===== src/rtl/g2b_share_arbiter.sv =====
// Round-robin shared Gray-to-binary converter: accept->out_valid in 2 cycles, one word per 3 cycles.
// Result held until out_ready with no new grants meanwhile; G2B_SHARE_ARBITER_CNT_EN adds saturating done_cnt.
module g2b_share_arbiter #(
  parameter int N    = 16,
  parameter int NREQ = 4,
  localparam int IDW = $clog2(NREQ)
) (
  input  logic              clk,
  input  logic              rst_n,
  input  logic [NREQ-1:0]   req_valid,
  input  logic [NREQ*N-1:0] req_data,
  output logic [NREQ-1:0]   req_ready,
  output logic              out_valid,
  output logic [N-1:0]      out_data,
  output logic [IDW-1:0]    out_id,
  input  logic              out_ready,
  output logic              busy
`ifdef G2B_SHARE_ARBITER_CNT_EN
  ,
  output logic [15:0]       done_cnt
`endif
);

  typedef enum logic [1:0] {IDLE, CONV, HOLD} state_t;

  state_t         r_state;
  logic [N-1:0]   r_gray;
  logic [IDW-1:0] r_id;
  logic [IDW-1:0] r_rr_ptr;
  logic           r_out_valid;
  logic [N-1:0]   r_out_data;
  logic [IDW-1:0] r_out_id;
  logic           r_busy;

  logic           w_grant_vld;
  logic [IDW-1:0] w_grant;
  logic [IDW-1:0] w_next_ptr;
  logic [N-1:0]   w_bin;
  int             w_j;

  // First requesting index at or above rr_ptr, wrapping past NREQ-1.
  always_comb begin
    w_grant_vld = 1'b0;
    w_grant     = '0;
    w_j         = 0;
    for (int i = 0; i < NREQ; i++) begin
      w_j = int'(r_rr_ptr) + i;
      if (w_j >= NREQ) w_j = w_j - NREQ;
      if (!w_grant_vld && req_valid[w_j]) begin
        w_grant_vld = 1'b1;
        w_grant     = IDW'(w_j);
      end
    end
  end

  // Binary bit k is the XOR of all Gray bits from k up to the MSB.
  always_comb begin
    w_bin = '0;
    for (int k = 0; k < N; k++) begin
      w_bin[k] = ^(r_gray >> k);
    end
  end

  assign w_next_ptr = (r_id == IDW'(NREQ - 1)) ? '0 : r_id + 1'b1;

  // Gated by rst_n so no handshake can complete in a reset cycle.
  always_comb begin
    req_ready = '0;
    if (rst_n && r_state == IDLE && w_grant_vld) req_ready[w_grant] = 1'b1;
  end

  assign out_valid = r_out_valid & rst_n;
  assign out_data  = r_out_data;
  assign out_id    = r_out_id;
  assign busy      = r_busy;

`ifdef G2B_SHARE_ARBITER_CNT_EN
  logic [15:0] r_done_cnt;
  assign done_cnt = r_done_cnt;
`endif

  always_ff @(posedge clk) begin
    if (!rst_n) begin
      r_state     <= IDLE;
      r_gray      <= '0;
      r_id        <= '0;
      r_rr_ptr    <= '0;
      r_out_valid <= 1'b0;
      r_out_data  <= '0;
      r_out_id    <= '0;
      r_busy      <= 1'b0;
`ifdef G2B_SHARE_ARBITER_CNT_EN
      r_done_cnt  <= '0;
`endif
    end else begin
      case (r_state)
        IDLE: begin
          if (w_grant_vld) begin
            r_gray  <= req_data[w_grant*N +: N];
            r_id    <= w_grant;
            r_busy  <= 1'b1;
            r_state <= CONV;
          end
        end
        CONV: begin
          r_out_data  <= w_bin;
          r_out_id    <= r_id;
          r_out_valid <= 1'b1;
          r_state     <= HOLD;
        end
        HOLD: begin
          if (out_ready) begin
            r_out_valid <= 1'b0;
            r_rr_ptr    <= w_next_ptr;
            r_busy      <= 1'b0;
            r_state     <= IDLE;
`ifdef G2B_SHARE_ARBITER_CNT_EN
            if (r_done_cnt != 16'hFFFF) r_done_cnt <= r_done_cnt + 16'd1;
`endif
          end
        end
        default: begin
          r_state <= IDLE;
          r_busy  <= 1'b0;
        end
      endcase
    end
  end

endmodule

===== config.mk =====
export PLATFORM = sky130hd
export DESIGN_NAME = g2b_share_arbiter
export DESIGN_NICKNAME = d
export VERILOG_FILES = /design/src/rtl/g2b_share_arbiter.sv
export SDC_FILE = /design/constraint.sdc
export NUM_CORES = 1
export LEC_CHECK = 0
export CAP_MARGIN = 20
export CORE_MARGIN = 4
export CORE_UTILIZATION = 44
export DETAILED_ROUTE_END_ITERATION = 7
export PLACE_DENSITY = 0.81
export SLEW_MARGIN = 40
export SYNTH_ARGS = -nofsm -noshare
export SYNTH_HDL_FRONTEND = slang
export SYNTH_SLANG_ARGS = --single-unit

===== constraint.sdc =====
create_clock -name clk -period 2.5 [get_ports clk]
set_input_delay 0.25 -clock clk [delete_from_list [all_inputs] [get_ports clk]]
set_output_delay 0.25 -clock clk [all_outputs]
set_load 0.01 [all_outputs]

==> metrics <==
commonest non-fill, non-tap cells in the layout=94 x clkdlybuf4s50_1, 44 x o21ai_0, 42 x dfxtp_1; mean routed wirelength per cell=15.1 um; CP max FO=5; HP Class=flip-flop to flip-flop; setup bufs post-CTS=0; first-pass GRT wire length=11000 um; max-cap viol count=0; # IOs=95; Max clock buf depth=2; Top FF cell, synth=dfxtp_1; final setup vio count=0; layout cell share with drive strength beyond 1=6.54%; Async SR Flop Fraction=0%; grt ovf=0; DP HPWL=5250 um; Slew Viols, Final=0; Pint=1.66 mW; Post-synth EDFFs=0; Clk network pwr share=16.6%; vias in the first global route=2519; r2r endpoint=out_data[0]; sw frac=31.4%; R2R Path Start=r_gray[14]; antenna violations before repair=0; die width=82.3 um; Reg2Reg Setup Slack=0.20 ns; DRT Pass-1 Iters=4; Skew-Pair Late Insertion Delay=0.28 ns; Remaining DRCs=0; DRT iter0 DRCs=158; Yosys cell types=38; Pwr per Cell Area=683 mW/mm^2; Comb power frac=47.9%; Die Y=82.3 um; NetSw=0.760 mW; Clk pin slew, worst setup/hold paths=0.07 ns; Crit path required time=2.68 ns; VDD IR max=0.535 mV; core area=0.00524 sq mm; register area share after synthesis=34.7%; WS Path Type=flip-flop to flip-flop; WHS Path Cells=2; Finished Core Util=67.6%; FF-to-FF path depth=5; Critical Path AT=2.48 ns; Hold Crit Endpoint=out_data[5]; Tmin final=2.30 ns; DRT antenna net count=0; TritonCTS Buffers=5; setup_tns=0 ns; total track usage=20.6%; hold_sp=out_data[5]; site row count=26; post-CTS resize count=0; Pleak=1.35 nW; CP Launch Type=flip-flop; hold_buf cts=0; final WL=6820 um; largest net degree at the start of global routing=39; Final Hold Fails=0; RSZ-0062 raised after global routing=false; die area=0.00677 sq mm; status=finished, final reports clean; # nets final=454; Synth-to-Final Area Change=46.0%; Period Utilization, post-route=92.1%; Setup Skew=0.00589 ns; CP endpoint kind=flip-flop; Max Clock Freq=0.434 GHz; vias=2514; CTS tree=done; sequential fraction of design power=35.4%; Yosys reg bits=42; drt via density=5.56; Syn Inst Count=295; Post-Syn Area=0.00243 sq mm; clock sink count=42; fill count=441; most common cell after layout, fill and taps aside=clkdlybuf4s50_1; Net Count, Synth=367; H-Tree Depth=2; Antenna Cells=0; RD Place Congestion=0.783; Mean Syn Cell Area=8.22 sq um; Worst-Margin Slew=0.650 ns; Ys Warns=0; CTS root buf=clkbuf_8; starting density of the core=46.3%; Slew headroom=56.5%; Port Buffer Count=94
==> layer usage <==
layer  part of all wire, %  GRT usage (%)  vias up  wire [um]
met4                   2.0           5.65        0        136
li1                      -              -     1239          -
met3                   4.1           3.80       12        277
met2                    52           37.8       73       3560
met5                     0              0        -          0
met1                    42           24.2     1190       2850
==> synth_stat cells (all sizes together) (4+ instances only) <==
cell | n | area [sq um]
a21boi | 9 | 67.6
xor2 | 5 | 43.8
a21oi | 25 | 125
xnor3 | 4 | 95.1
a221oi | 16 | 140
nor2b | 4 | 25.0
nand3 | 20 | 100
clkbuf | 27 | 101
and2 | 6 | 37.5
dfxtp | 42 | 841
xnor2 | 14 | 123
o211a | 4 | 40.0
a21o | 16 | 120
nand2 | 23 | 86.3
inv | 4 | 15.0
o21ai | 44 | 220
==> power groups by stage <==
stage	Clock (mW)	Combinational, mW	Sequential, mW
6_report	0.402	1.16	0.857
2_1_floorplan	0	0.734	0.881
3_5_place_dp	0	1.16	0.871
3_3_place_gp	0	1.14	0.868
4_1_cts	0.408	1.17	0.857
5_1_grt	0.436	1.28	0.868
==> final cells by class <==
class	count	area, sq um	share of cell area, %
inverters	4	15.0	0.424
repair buffers	108	1050	29.5
well taps	70	87.6	2.47
multi-input cells	221	1480	41.7
clock buffers	7	76.3	2.15
flip-flops and latches	42	841	23.7
==> sequential cells by signal, indices dropped and copies added (netlist names) <==
| signal | cells |
|---|---|
| busy | 1 |
| out_data | 16 |
| out_id | 2 |
| r_gray | 16 |
| r_id | 2 |
| r_out_valid | 1 |
| r_rr_ptr | 2 |
| r_state | 2 |
==> critical path, stage by stage (launching register included) <==
cell     delay (ns)
dfxtp_1        0.41
xor3_2         0.44
xnor3_1        0.39
xnor3_2        0.42
xnor3_1        0.38
o21ba_1        0.17
==> per-stage QoR <==
step / instance area (sq um) / setup WS, ns / hold WS [ns] / total power, mW / cells
global placement: 3460 / 0.162 / 0.454 / 2.01 / 445
floorplan: 2430 / 0.208 / 0.446 / 1.62 / 295
finish: 3540 / 0.198 / 0.463 / 2.42 / 452
detailed placement: 3470 / 0.215 / 0.459 / 2.03 / 445
global route: 3540 / 0.118 / 0.480 / 2.59 / 452
CTS: 3540 / 0.201 / 0.468 / 2.43 / 452
==> how the worst max path moves through the flow <==
stage | from | to | slack (ns) | cells after the start
2_1_floorplan | r_gray[13] | out_data[0] | 0.21 | 5
4_1_cts | r_gray[14] | out_data[0] | 0.20 | 5
3_3_place_gp | req_valid[0] | r_gray[3] | 0.16 | 7
5_1_grt | r_gray[13] | out_data[0] | 0.12 | 5
6_report | r_gray[14] | out_data[0] | 0.20 | 5
3_5_place_dp | req_valid[2] | req_ready[2] | 0.22 | 6
==> cell families (layout without fill, tap and decap cells) <==
group	Yosys count	in the layout	share of synthesized area [%]
mux	2	2	0.825
compound gates	126	126	33.4
buf+inv	32	119	4.95
simple gates	68	68	13.9
flops	42	42	34.7
fa+ha+maj	1	1	0.516
xor+xnor	24	24	11.8
No activity file was read; power rests on OpenSTA's default activity.
